<file path="config.mk">
export PLATFORM = sky130hd
export DESIGN_NAME = pipelined_carry_skip_adder_flat
export DESIGN_NICKNAME = d
export VERILOG_FILES = /design/src/rtl/pipelined_carry_skip_adder_if.sv /design/src/rtl/pipelined_carry_skip_adder.sv /design/src/flat_wrapper.sv
export SDC_FILE = /design/constraint.sdc
export NUM_CORES = 1
export LEC_CHECK = 0
export ABC_AREA = 1
export BUFFER_PORTS_ARGS = -buffer_cell sky130_fd_sc_hd__buf_2
export CAP_MARGIN = 10
export CORE_ASPECT_RATIO = 0.5
export CORE_MARGIN = 2
export CORE_UTILIZATION = 52
export CTS_CLUSTER_SIZE = 40
export DETAILED_ROUTE_END_ITERATION = 7
export GPL_ROUTABILITY_DRIVEN = 1
export PLACE_DENSITY = 0.78
export SYNTH_ARGS = -nofsm -noshare
export SYNTH_HDL_FRONTEND = slang
export SYNTH_SLANG_ARGS = --single-unit
</file>
<file path="constraint.sdc">
create_clock -name clk -period 20 [get_ports clk]
set_clock_uncertainty 0.2 [all_clocks]
set_input_delay 1 -clock clk [delete_from_list [all_inputs] [get_ports clk]]
set_output_delay 1 -clock clk [all_outputs]
set_load 0.01 [all_outputs]
</file>
<file path="src/rtl/pipelined_carry_skip_adder_if.sv">
// Valid/ready handshake bundle for pipelined_carry_skip_adder: operands in, sum/carry out.
// The master drives operands and out_ready; the slave (the adder) drives results and in_ready.
interface pipelined_carry_skip_adder_if #(
  parameter int WIDTH = 32
);
  logic             in_valid;
  logic             in_ready;
  logic [WIDTH-1:0] a;
  logic [WIDTH-1:0] b;
  logic             cin;
  logic             out_valid;
  logic             out_ready;
  logic [WIDTH-1:0] sum;
  logic             cout;

  modport master (
    output in_valid, a, b, cin, out_ready,
    input  in_ready, out_valid, sum, cout
  );

  modport slave (
    input  in_valid, a, b, cin, out_ready,
    output in_ready, out_valid, sum, cout
  );
endinterface

</file>
<file path="src/rtl/pipelined_carry_skip_adder.sv">
// Carry-skip adder split into STAGES register stages, each stage resolving one contiguous group
// of BLOCK-bit skip blocks. Optional macro CSA_SKIP_CNT_EN adds a saturating skip_cnt output.
module pipelined_carry_skip_adder #(
  parameter int WIDTH  = 32,
  parameter int BLOCK  = 4,
  parameter int STAGES = 2
) (
  input  logic                        clk,
  input  logic                        rst_n,
  pipelined_carry_skip_adder_if.slave bus
`ifdef CSA_SKIP_CNT_EN
  ,
  output logic [15:0]                 skip_cnt
`endif
);
  // WIDTH must divide into BLOCK-bit blocks, and the block count into STAGES equal groups.
  localparam int NBLK = WIDTH / BLOCK;
  localparam int BPS  = NBLK / STAGES;
  localparam int GW   = BPS * BLOCK;
`ifdef CSA_SKIP_CNT_EN
  localparam int SKW  = $clog2(NBLK + 1);
`endif

  typedef struct packed {
    logic [GW-1:0]  sum;
    logic           carry;
`ifdef CSA_SKIP_CNT_EN
    logic [SKW-1:0] skips;
`endif
  } grp_t;

  // One group of skip blocks: each block ripples internally, and its carry-out bypasses
  // the ripple chain whenever every bit of the block propagates.
  function automatic grp_t add_group(input logic [GW-1:0] a, input logic [GW-1:0] b,
                                     input logic c_in);
    grp_t r;
    logic c, rc, all_p, p;
    r = '0;
    c = c_in;
    for (int blk = 0; blk < BPS; blk++) begin
      rc    = c;
      all_p = 1'b1;
      for (int i = 0; i < BLOCK; i++) begin
        p                      = a[blk*BLOCK+i] ^ b[blk*BLOCK+i];
        r.sum[blk*BLOCK+i]     = p ^ rc;
        rc                     = (a[blk*BLOCK+i] & b[blk*BLOCK+i]) | (p & rc);
        all_p                  = all_p & p;
      end
      c = all_p ? c : rc;
`ifdef CSA_SKIP_CNT_EN
      r.skips = r.skips + SKW'(all_p);
`endif
    end
    r.carry = c;
    return r;
  endfunction

  // Every stage moves together; a stalled output freezes the whole pipe.
  logic advance;
  assign advance = ~g_stage[STAGES-1].valid_q | bus.out_ready;

  for (genvar k = 0; k < STAGES; k++) begin : g_stage
    localparam int LO   = (k + 1) * GW;
    localparam int IN_W = WIDTH - k * GW;

    logic             valid_in, carry_in;
    logic [IN_W-1:0]  a_in, b_in;
    logic [LO-1:0]    sum_cat;
    grp_t             grp;
    logic             valid_d, valid_q, carry_d, carry_q;
    logic [LO-1:0]    sum_d, sum_q;
`ifdef CSA_SKIP_CNT_EN
    logic [SKW-1:0]   skips_in, skips_d, skips_q;
`endif

    always_comb grp = add_group(a_in[GW-1:0], b_in[GW-1:0], carry_in);

    if (k == 0) begin : g_src
      assign valid_in = bus.in_valid;
      assign carry_in = bus.cin;
      assign a_in     = bus.a;
      assign b_in     = bus.b;
      assign sum_cat  = grp.sum;
`ifdef CSA_SKIP_CNT_EN
      assign skips_in = '0;
`endif
    end else begin : g_src
      assign valid_in = g_stage[k-1].valid_q;
      assign carry_in = g_stage[k-1].carry_q;
      assign a_in     = g_stage[k-1].g_rest.a_q;
      assign b_in     = g_stage[k-1].g_rest.b_q;
      assign sum_cat  = {grp.sum, g_stage[k-1].sum_q};
`ifdef CSA_SKIP_CNT_EN
      assign skips_in = g_stage[k-1].skips_q;
`endif
    end

    // NOTE: hold values are assigned first so every path drives every output and no latch forms.
    always_comb begin
      valid_d = valid_q;
      carry_d = carry_q;
      sum_d   = sum_q;
`ifdef CSA_SKIP_CNT_EN
      skips_d = skips_q;
`endif
      if (advance) begin
        valid_d = valid_in;
        carry_d = grp.carry;
        sum_d   = sum_cat;
`ifdef CSA_SKIP_CNT_EN
        skips_d = skips_in + grp.skips;
`endif
      end
    end

    // NOTE: non-blocking assignments keep all stages sampling pre-edge values of their neighbours.
    always_ff @(posedge clk or negedge rst_n) begin
      if (!rst_n) begin
        valid_q <= 1'b0;
        carry_q <= 1'b0;
        sum_q   <= '0;
`ifdef CSA_SKIP_CNT_EN
        skips_q <= '0;
`endif
      end else begin
        valid_q <= valid_d;
        carry_q <= carry_d;
        sum_q   <= sum_d;
`ifdef CSA_SKIP_CNT_EN
        skips_q <= skips_d;
`endif
      end
    end

    if (k < STAGES - 1) begin : g_rest
      logic [IN_W-GW-1:0] a_d, a_q, b_d, b_q;

      always_comb begin
        a_d = a_q;
        b_d = b_q;
        if (advance) begin
          a_d = a_in[IN_W-1:GW];
          b_d = b_in[IN_W-1:GW];
        end
      end

      // NOTE: upper operand bits carry no reset; valid_q qualifies them, so stale data is never used.
      always_ff @(posedge clk) begin
        a_q <= a_d;
        b_q <= b_d;
      end
    end
  end

  assign bus.in_ready  = advance;
  assign bus.out_valid = g_stage[STAGES-1].valid_q;
  assign bus.sum       = g_stage[STAGES-1].sum_q;
  assign bus.cout      = g_stage[STAGES-1].carry_q;

`ifdef CSA_SKIP_CNT_EN
  logic [15:0] skip_cnt_d, skip_cnt_q;
  logic [16:0] skip_sum;

  always_comb begin
    skip_sum   = {1'b0, skip_cnt_q} + 17'(g_stage[STAGES-1].skips_q);
    skip_cnt_d = skip_cnt_q;
    if (bus.out_valid && bus.out_ready) begin
      skip_cnt_d = skip_sum[16] ? 16'hFFFF : skip_sum[15:0];
    end
  end

  always_ff @(posedge clk or negedge rst_n) begin
    if (!rst_n) skip_cnt_q <= '0;
    else        skip_cnt_q <= skip_cnt_d;
  end

  assign skip_cnt = skip_cnt_q;
`endif
endmodule

</file>
<file path="src/flat_wrapper.sv">
// flat-port wrapper written by rule: the top's interface ports become plain ports
module pipelined_carry_skip_adder_flat 
#(
  parameter int WIDTH  = 32,
  parameter int BLOCK  = 4,
  parameter int STAGES = 2
)
  (clk, rst_n, bus_in_valid, bus_a, bus_b, bus_cin, bus_out_ready, bus_in_ready, bus_out_valid, bus_sum, bus_cout);
  pipelined_carry_skip_adder_if #(.WIDTH(WIDTH)) bus_i ();
  input  logic clk;
  input  logic rst_n;
  input wire logic [$bits(bus_i.in_valid)-1:0] bus_in_valid;
  input wire logic [$bits(bus_i.a)-1:0] bus_a;
  input wire logic [$bits(bus_i.b)-1:0] bus_b;
  input wire logic [$bits(bus_i.cin)-1:0] bus_cin;
  input wire logic [$bits(bus_i.out_ready)-1:0] bus_out_ready;
  output wire logic [$bits(bus_i.in_ready)-1:0] bus_in_ready;
  output wire logic [$bits(bus_i.out_valid)-1:0] bus_out_valid;
  output wire logic [$bits(bus_i.sum)-1:0] bus_sum;
  output wire logic [$bits(bus_i.cout)-1:0] bus_cout;
  assign bus_i.in_valid = bus_in_valid;
  assign bus_i.a = bus_a;
  assign bus_i.b = bus_b;
  assign bus_i.cin = bus_cin;
  assign bus_i.out_ready = bus_out_ready;
  assign bus_in_ready = bus_i.in_ready;
  assign bus_out_valid = bus_i.out_valid;
  assign bus_sum = bus_i.sum;
  assign bus_cout = bus_i.cout;
  pipelined_carry_skip_adder #(.WIDTH(WIDTH), .BLOCK(BLOCK), .STAGES(STAGES)) u_core (.clk(clk), .rst_n(rst_n), .bus(bus_i));
endmodule
</file>
======== Word level (Yosys, flattened, before mapping) ========
Cells that the tools add are included.
storage, ports and cells
  register bits after elaboration ......... 84
  bits in latches ......................... 0
  RAM bits ................................ 0
  memory bits (read-only) ................. 0
  input bits .............................. 69
  output and inout port bits .............. 35
  logic and storage cells ................. 202
  memories ................................ 0
cells by class
  add/sub/neg operators ................... 0
  multipliers ............................. 0
  div/mod/pow operators ................... 0
  order comparisons ....................... 0
  equality and inequality tests ........... 0
  shifts and indexed selects .............. 0
  mux-type cells .......................... 8
  bitwise logic cells ..................... 186
  reductions and logical operators ........ 0
operators with widths
  cell               number
  1-bit AND          88
  1-bit bitwise XOR  64
  1-bit OR           33
  1-bit two-way mux  8
  1-bit NOT          1

======== Depth between registers and ports, before layout ========
Gate-level depths: netlist (run 1).
  depth after elaboration ................. 37
  depth in mapped cells ................... 30
  depth with buffers taken out ............ 30

======== Least setup slack after synthesis (run 1) ========
No wires, ideal clock.
  path kind ............................... register to register
  start ................................... register u_core.g_stage[0].g_rest.b_q[0]
  end ..................................... register u_core.g_stage[1].sum_q[31] (netlist: u_core.bus.sum[31])
  setup time .............................. 0.083 ns
  arrival time ............................ 8.173 ns
  data required time ...................... 19.717 ns
  slack ................................... 11.544 ns
  stages on the path, launching flop included .. 27
  buffers on the path ..................... 0
  period minus slack after synthesis ...... 8.456 ns
  cell sequence ........................... edfxtp_1 > inv_1 > fa_1 > inv_1 > fa_1 > fa_1 > fa_1 > o21ai_1 > nand2_1 > fa_1 > fa_1 > fa_1 > fa_1 > or2_1 > and2_1 > fa_1 > fa_1 > fa_1 > fa_1 > o21ai_0 > nand2_1 > fa_1 > fa_1 > fa_1 > inv_1 > fa_1 > o21ai_0
between the ends
  longest elaborated chain between the ends .. 35
  elaborated cells on any way between the ends .. 39
  those cells by class .................... 3 x mux; 36 x bitwise
ends and longest elaborated chain
  what                    RTL line                           text
  start, declared         pipelined_carry_skip_adder.sv:136  logic [IN_W-GW-1:0] a_d, a_q, b_d, b_q;
  start signal, assigned  pipelined_carry_skip_adder.sv:150  b_q <= b_d;
  1-bit bitwise XOR       pipelined_carry_skip_adder.sv:44   p = a[blk*BLOCK+i] ^ b[blk*BLOCK+i];
  1-bit AND               pipelined_carry_skip_adder.sv:46   rc = (a[blk*BLOCK+i] & b[blk*BLOCK+i]) | (p & rc);
  1-bit OR                pipelined_carry_skip_adder.sv:46
  1-bit AND               pipelined_carry_skip_adder.sv:46
  1-bit OR                pipelined_carry_skip_adder.sv:46
  1-bit AND               pipelined_carry_skip_adder.sv:46
  1-bit OR                pipelined_carry_skip_adder.sv:46
  1-bit AND               pipelined_carry_skip_adder.sv:46
  [... 19 more ...]       n/a
  1-bit two-way mux (*)   pipelined_carry_skip_adder.sv:49   c = all_p ? c : rc;
  1-bit AND (*)           pipelined_carry_skip_adder.sv:46
  1-bit OR (*)            pipelined_carry_skip_adder.sv:46
  1-bit AND (*)           pipelined_carry_skip_adder.sv:46
  1-bit OR (*)            pipelined_carry_skip_adder.sv:46
  1-bit AND (*)           pipelined_carry_skip_adder.sv:46
  1-bit OR (*)            pipelined_carry_skip_adder.sv:46
  1-bit bitwise XOR (*)   pipelined_carry_skip_adder.sv:45   r.sum[blk*BLOCK+i] = p ^ rc;
  end signal, assigned    pipelined_carry_skip_adder.sv:128  sum_q <= sum_d;
  end, declared           pipelined_carry_skip_adder.sv:71   logic [LO-1:0] sum_d, sum_q;
Mark *: on every way between the ends. The rest lies on a longest branch, timed or not.
A chain may end at the register's enable or synchronous reset.

======== Worst setup path in the final report (run 1) ========
Same ends and word-level chain as after synthesis.

==> results.cfg, run 1 <==
[outcome]
status = finished clean

[global_route]
grt_max_degree = 80
grt_pass1_wl_mm = 12.4
grt_pass1_vias = 2603
grt_usage_pct = 18.5
antenna_found_initial = 0
grt.met3_usage_pct = 5.26
met1_usage_pct = 23.6
grt_remaining_overflow = 0
use_met2_pct = 31.4
grt_busiest_layer = met2

[power]
leakage_nw = 2.54
p_per_area_nw_per_um2 = 103
ir_drop_uv = 51.2

[place]
dp_slack_ns = 11.18
dp_hpwl_mm = 5.46
port_buffers = 103
globalplace.congestion = 0.785

[worst_setup_path]
cpMostUsedCell = fa_1
r2r_start = u_core.g_stage[0].g_rest.b_q[0]
cpPeakStageDelay_ns = 0.47
required_ns = 20.04
critPathLaunch = u_core.g_stage[0].g_rest.b_q[0]
crit_path_max_fanout = 2
cp.arrival_ns = 8.78
worstSetupPathType = reg2reg
cpMaxStageDelayCell = fa_1
cp-end-kind = flop
cp-start-kind = flop

[floorplan]
num_io_pins = 104
die-area_um2 = 8930
die_x_um = 132
fp.dieH_um = 67.8
rows = 23
coreArea_um2 = 7940
start_util_pct = 53.3

[detailed_routing]
avgViaCountPerCell = 4.55
drc = 0
wl_per_cell_um = 12.6
detail-route-antenna-nets = 0
vias = 2663
drtIter0Drc = 99
wirelength_mm = 7.38
dr.pass1.iters = 4

[clock_tree]
post_cts_resized = 0
tritoncts.num_buffers = 9
cts_tree = yes
insertion_delay_ns = 0.33
clkTransAtPathRegs_ns = 0.06
postCtsSetupRepairBufs = 0
cts_sinks = 84
htree_levels = 3
cts_root_buffer = clkbuf_16
cts_hold_buffers = 0
clockBufferDepth = 2

[sta]
hold_viol = 0
worstMarginPinSlew_ns = 0.796
setup_viol = 0
relSlewSlack_pct = 46.9
max_freq_ghz = 0.114
period_needed_ns = 8.73
holdWs_ns = 0.252
setup_ws_ns = 11.27
maxSlewViolCount = 0
rsz0062_at_grt = false
timing.final.crit_share_pct = 43.7
tns_ns = 0

[flow_run]
cap_violations = 0

[synth]
yosys_warnings = 0
synth.distinct_cells = 19
synth_fp_nets = 495
synth-seq-cells = 84
synth-edff-count = 32
synth.yosys.seq_area_share_pct = 53.4
syn-cell-area_um2 = 4240
async_flop_share_pct = 61.9
syn_avg_cell_area_um2 = 11.7
syn-instance-count = 362
synth_flop_cell = dfrtp_1

[layout]
nets = 601
final_common_cell = nand2_1
final-seq-area_um2 = 2260
n_antenna_cell = 0
layout-drive-gt1-share_pct = 26.0
final_cell_mix = nand2_1 (110), buf_2 (103), dfrtp_1 (52)
syn2layout_area_growth_pct = 21.4
multiInputGateArea_um2 = 1760
fillers = 641

[worst_hold_path]
worstHoldStart = u_core.g_stage[0].valid_q
min_path_type = reg2reg
sequential cells by signal, summed over array words and instances, names as in the netlist:
name	cells
u_core.g_stage.g_rest.a_q	16
u_core.g_stage.sum_q	16
u_core.g_stage.valid_q	1
u_core.g_stage.g_rest.b_q	16
u_core.g_stage.carry_q	1
u_core.bus.cout	1
u_core.bus.out_valid	1
u_core.bus.sum	32
stage by stage:
| step | cell area (um^2) | power, W | utilization, % | instances |
|---|---|---|---|---|
| floorplan | 4240 | 0.000309 | - | 362 |
| global placement | 4820 | 0.000354 | 60.7 | 569 |
| detailed placement | 4820 | 0.000360 | 60.7 | 569 |
| CTS | 5140 | 0.000536 | 64.7 | 585 |
| global route | 5140 | 0.000566 | 64.7 | 585 |
| finish | 5140 | 0.000528 | 64.7 | 585 |
cells in the mapped netlist, types with 2 or more instances:
cell type	number	area, um^2
dfrtp_1	52	1300
buf_6	5	56.3
nand2_1	110	413
and2_1	2	12.5
or2_1	2	12.5
o21ai_0	30	150
nor2_1	12	45.0
inv_1	32	120
ha_1	32	400
edfxtp_1	32	961
o21ai_1	5	25.0
fa_1	32	641
buf_4	3	22.5
nand3_1	6	30.0
clkbuf_1	2	7.51
o21ai_2	2	17.5
worst max-delay path, delay by kind of cell (launching register included):
kind | cells | cell delay [ns]
flip-flops | 1 | 0.38
buffers and inverters | 3 | 0.22
AO/OA/AOI/OAI | 3 | 0.39
adder cells (fa/ha/maj) | 16 | 6.78
AND/OR/NAND/NOR | 4 | 0.65
power by group:
group	leakage, nW	switching, W	total [W]	internal [W]
Clock	0.151	0.0000621	0.000174	0.000112
Sequential	0.950	0.0000186	0.000236	0.000217
Combinational	1.44	0.0000688	0.000118	0.0000492
cell families after synthesis:
kind of cell,share of synthesized area [%]
AND/OR/NAND/NOR,12.4
buffers and inverters,5.08
flip-flops,53.4
adder cells (fa/ha/maj),24.6
AO/OA/AOI/OAI,4.55
path summary, 6_finish.rpt:
path	end	slack (ns)	depth (start not counted)
setup / recovery	u_core.bus.sum[31]	11.27	26
setup reg to reg	u_core.bus.sum[31]	11.27	26
hold reg to reg	u_core.bus.out_valid	0.25	2
max in group asynchronous	u_core.bus.sum[31]	18.58	2
min in group asynchronous	u_core.bus.sum[8]	0.59	2
hold / removal	u_core.bus.out_valid	0.25	2
cell type report:
| type | count | area share (%) |
|---|---|---|
| clock inverters | 5 | 1.46 |
| inverters | 33 | 2.41 |
| multi-input cells | 234 | 34.2 |
| repair buffers | 106 | 10.5 |
| clock buffers | 11 | 4.72 |
| well taps | 112 | 2.73 |
| flip-flops and latches | 84 | 44.0 |
routing by layer:
metal	vias to the layer above	wire, um
li1	1345	-
met1	1243	3330
met2	63	3610
met3	12	342
met4	0	99
met5	-	0
Note: power is estimated with default switching activity, not from simulation.
==> inputs of run 2 (changes only) <==
- CORE_UTILIZATION: 52 -> 48
- PLACE_DENSITY: 0.78 -> 0.76
- clock period: 20 -> 7.2 ns (I/O delays scaled with it)
==> results.cfg, run 2 (synthesis results as in run 1) <==
[outcome]
status = finished clean

[detailed_routing]
wirelength_mm = 8.91
detail-route-antenna-nets = 0
wl_met3_um = 357
dr.pass1.iters = 5
wl_met2_mm = 4.81
met1Wirelength_mm = 3.60
vias = 2985
wl_per_cell_um = 13.6
avgViaCountPerCell = 4.56
top_layer = met4
drc = 0
drtIter0Drc = 115

[power]
swShare_pct = 29.0
p_int_w = 0.00110
ir_drop_uv = 131
p_clk_share_pct = 31.0
total_power_w = 0.00155
combPwrFrac_pct = 26.7
p_per_area_nw_per_um2 = 266
p_sw_w = 0.000451
power_frac_seq_pct = 42.3
leakage_nw = 2.82

[sta]
relSlewSlack_pct = 54.5
rsz0062_at_grt = true
timing.final.crit_share_pct = 99.9
maxSlewViolCount = 0
setup_ws_ns = 0.0100
period_needed_ns = 7.19
max_freq_ghz = 0.139
hold_viol = 0
holdWs_ns = 0.0156
worstMarginPinSlew_ns = 0.682
setup_viol = 0

[global_route]
grt_remaining_overflow = 0
grt_pass1_vias = 3066
antenna_found_initial = 0
grt_usage_pct = 19.6
grt_max_degree = 58
grt_pass1_wl_mm = 14.1

[worst_hold_path]
min_path_type = in2reg

[layout]
layout-drive-gt1-share_pct = 37.9
fin_area_um2 = 5840
n_antenna_cell = 0
syn2layout_area_growth_pct = 37.8
final_common_cell = nand2_1
final_cell_mix = nand2_1 (109), buf_2 (103), dfrtp_1 (52), buf_4 (37)
fillers = 656
nets = 666
largest_reg_flops = 32

[floorplan]
rows = 24
num_io_pins = 104
fp.dieH_um = 70.4
die-area_um2 = 9640
die_x_um = 137
coreArea_um2 = 8650
start_util_pct = 49.0

[worst_setup_path]
cp-start-kind = flop
required_ns = 7.26
cp.arrival_ns = 7.25
worstSetupPathType = reg2reg
crit_path_max_fanout = 2
cp-end-kind = flop

[place]
dp_slack_ns = -0.458
port_buffers = 103
globalplace.congestion = 0.771
dp_hpwl_mm = 5.89
dpl_cell_area_um2 = 4970

[clock_tree]
tritoncts.num_buffers = 9
insertion_delay_ns = 0.34
cts_tree = yes
clockBufferDepth = 2
cts_root_buffer = clkbuf_16
htree_levels = 3
cts_sinks = 84
clkTransAtPathRegs_ns = 0.06

[flow_run]
cap_violations = 0
## run 2: worst paths after layout
check,from,to,cells past startpoint,slack (ns)
worst max-delay path,u_core.g_stage[0].g_rest.b_q[0],u_core.bus.sum[31],26,0.01
worst min-delay path,bus_a[19],u_core.g_stage[0].g_rest.a_q[3],1,0.02
worst max register to register,u_core.g_stage[0].g_rest.b_q[0],u_core.bus.sum[31],26,0.01
worst min register to register,u_core.g_stage[0].valid_q,u_core.bus.out_valid,2,0.24
max in group asynchronous,rst_n,u_core.bus.sum[22],3,5.80
min in group asynchronous,rst_n,u_core.g_stage[0].sum_q[7],3,0.53
## run 2: area by class of cell
cell class | count | area [um^2] | share of cell area [%]
Sequential cell | 84 | 2260 | 38.8
Tap cell | 117 | 146 | 2.51
Clock buffer | 11 | 233 | 3.99
Multi-Input combinational cell | 234 | 1870 | 32.1
Inverter | 33 | 124 | 2.12
Clock inverter | 5 | 76.3 | 1.31
Timing Repair Buffer | 171 | 1120 | 19.2
## run 2: worst max-delay path: stages, from the launching register on
cell      delay [ns]
edfxtp_1        0.41
inv_2           0.08
fa_2            0.21
inv_2           0.04
fa_2            0.33
fa_2            0.35
fa_2            0.36
o21ai_2         0.08
nand2_1         0.08
fa_2            0.34
fa_2            0.34
fa_2            0.35
fa_2            0.32
or2_1           0.24
and2_4          0.17
fa_2            0.33
fa_2            0.34
fa_2            0.36
fa_2            0.37
o21ai_2         0.08
nand2_2         0.07
fa_2            0.34
fa_2            0.35
fa_2            0.36
inv_2           0.07
fa_2            0.43
o21ai_2         0.11
## run 2: power groups by stage
stage / clock network (W) / registers [W] / logic (W)
global route: 0.000509 / 0.000669 / 0.000469
floorplan: 0 / 0.000688 / 0.000175
finish: 0.000482 / 0.000657 / 0.000414
detailed placement: 0 / 0.000666 / 0.000356
global placement: 0 / 0.000660 / 0.000341
CTS: 0.000491 / 0.000657 / 0.000410
## run 2: repair_timing
| action | 4_1_cts | 5_1_grt |
|---|---|---|
| endpoints found under the hold margin | 80 | 1 |
| setup endpoints to repair | 5 | 5 |
| gates resized for setup | 16 | 14 |
| pin swaps | 23 | 23 |
| hold buffers | 29 | 1 |
| buffers inserted | 22 | 3 |
## run 2: routing by layer
| metal | up-vias | track usage [%] |
|---|---|---|
| met3 | 14 | 5.52 |
| met4 | 0 | 6.76 |
| met2 | 66 | 35.8 |
| met1 | 1433 | 22.1 |
| li1 | 1472 | - |
| met5 | - | 0 |
## run 2: metrics by stage
stage | utilization [%] | setup TNS [ns] | instances
finish | 67.5 | 0 | 655
CTS | 66.7 | -0.370 | 653
global placement | 57.5 | -1.02 | 587
detailed placement | 57.5 | -1.67 | 587
floorplan | - | 0 | 362
global route | 67.5 | -0.408 | 655
==> inputs of run 3 (changes only) <==
- CORE_MARGIN: 2 -> 8
- CORE_UTILIZATION: 48 -> 50
- CTS_BUF_LIST: not set -> sky130_fd_sc_hd__clkbuf_2
- PLACE_DENSITY: 0.76 -> 0.79
==> results.cfg, run 3 (synthesis results as in run 1) <==
[outcome]
status = finished clean

[floorplan]
coreArea_um2 = 8120
start_util_pct = 52.2
rows = 23
die_x_um = 146
fp.dieH_um = 81.1
die-area_um2 = 11900
num_io_pins = 104

[global_route]
grt_pass1_wl_mm = 15.6
grt_remaining_overflow = 0
grt_max_degree = 58
grt_usage_pct = 16.8
grt_pass1_vias = 3394
antenna_found_initial = 0

[place]
dp_slack_ns = -0.392
port_buffers = 103
dp_hpwl_mm = 6.32
globalplace.congestion = 0.718

[sta]
setup_ws_ns = 0.0269
tns_ns = 0
worstMarginPinSlew_ns = 0.665
setup_viol = 0
relSlewSlack_pct = 55.6
maxSlewViolCount = 0
max_freq_ghz = 0.139
rsz0062_at_grt = true
period_needed_ns = 7.17
hold_viol = 0
timing.final.crit_share_pct = 99.6

[power]
leakage_nw = 2.82
p_int_w = 0.000960
p_clk_share_pct = 22.3
p_sw_w = 0.000434
p_per_area_nw_per_um2 = 240
combPwrFrac_pct = 30.7
swShare_pct = 31.1
ir_drop_uv = 135
power_frac_seq_pct = 47.0

[detailed_routing]
drc = 0
wirelength_mm = 9.67
vias = 3076
avgViaCountPerCell = 4.63
dr.pass1.iters = 4
detail-route-antenna-nets = 0
wl_per_cell_um = 14.6
drtIter0Drc = 102

[worst_setup_path]
required_ns = 7.46
crit_path_max_fanout = 2
worstSetupPathType = reg2reg
r2r_start = u_core.g_stage[0].g_rest.a_q[0]
cp.arrival_ns = 7.43
cp-start-kind = flop
critPathLaunch = u_core.g_stage[0].g_rest.a_q[0]
cp-end-kind = flop

[layout]
n_antenna_cell = 0
final_cell_mix = nand2_1 (110), buf_2 (103), dfrtp_1 (52), dlygate4sd3_1 (50)
final_common_cell = nand2_1
layout-drive-gt1-share_pct = 35.0
largest_reg_flops = 32
fillers = 597
syn2layout_area_growth_pct = 37.4
nets = 680

[clock_tree]
clkTransAtPathRegs_ns = 0.21
htree_levels = 3
cts_tree = yes
tritoncts.num_buffers = 9
cts_sinks = 84
clockBufferDepth = 2
cts_root_buffer = clkbuf_2
insertion_delay_ns = 0.53

[flow_run]
cap_violations = 0

[worst_hold_path]
min_path_type = in2reg
worstHoldStart = bus_a[7]
==> run 3: cell count changes in the layout (fill, tap and decap cells not counted), moves of 2 or more <==
cell,change
clkbuf_16,-9
fa_2,-6
dlygate4sd3_1,+20
clkbuf_2,+12
buf_4,-11
buf_6,+6
clkbuf_1,-2
fa_1,+6
==> run 3: timing repair <==
action,in CTS,in global routing
resized for setup,19,8
buffers inserted,19,1
endpoints found under the hold margin,93,4
endpoints found under the setup margin,2,5
pin swaps,7,2
hold buffers,46,4
==> run 3: per-stage QoR <==
stage / hold WS [ns] / cell area [um^2] / power [W] / instances / utilization [%]
after floorplan: -0.136 / 4280 / 0.000863 / 362 / -
after global placement: 0.224 / 4950 / 0.00100 / 580 / 61.0
after detailed placement: 0.235 / 4950 / 0.00102 / 580 / 61.0
after CTS: 0.00451 / 5770 / 0.00140 / 661 / 71.0
after global routing: 0.00455 / 5820 / 0.00149 / 664 / 71.7
final: 0.0451 / 5820 / 0.00139 / 664 / 71.7
==> run 3: critical path, cell delays in order (launching register included) <==
cell	delay, ns
edfxtp_1	0.45
inv_2	0.08
fa_2	0.19
inv_2	0.04
fa_2	0.33
fa_2	0.35
fa_2	0.39
o21ai_2	0.08
nand2_1	0.09
fa_2	0.35
fa_2	0.35
fa_2	0.34
fa_2	0.32
or2_1	0.23
and2_4	0.15
fa_2	0.33
fa_2	0.34
fa_2	0.34
fa_2	0.35
o21ai_2	0.07
nand2_1	0.08
fa_2	0.34
fa_2	0.36
fa_2	0.39
inv_2	0.06
fa_2	0.42
o21ai_2	0.11
==> run 3: power groups by stage <==
stage	Combinational [W]	Sequential [W]	Clock (W)
6_report	0.000428	0.000655	0.000311
5_1_grt	0.000484	0.000668	0.000340
4_1_cts	0.000424	0.000655	0.000319
3_5_place_dp	0.000357	0.000666	0
3_3_place_gp	0.000343	0.000661	0
2_1_floorplan	0.000175	0.000688	0
==> run 3: final cells by class <==
cell class	count	area, um^2	share of cell area, %
inverters	33	124	2.13
clock buffers	12	60.1	1.03
well taps	112	140	2.41
multi-input cells	234	1860	31.9
clock inverters	4	97.6	1.68
flip-flops and latches	84	2260	38.9
repair buffers	185	1280	22.0
==> run 3: per-layer routing <==
metal	track usage, %	up-vias	wire length [um]
li1	-	1503	-
met1	18.1	1473	3970
met2	30.9	81	5060
met3	5.49	19	439
met4	6.93	0	202
met5	0	-	0
==> run 3: path summary, 6_finish.rpt <==
check                                             endpoint  slack [ns]  depth (start not counted)
worst max register to register          u_core.bus.sum[31]        0.03                         26
worst min register to register        u_core.bus.out_valid        0.29                          2
min in group asynchronous       u_core.g_stage[0].sum_q[8]        0.24                          3
max in group asynchronous               u_core.bus.sum[31]        6.10                          3
worst max-delay path                    u_core.bus.sum[31]        0.03                         26
worst min-delay path            u_core.g_stage[0].sum_q[7]        0.05                          4
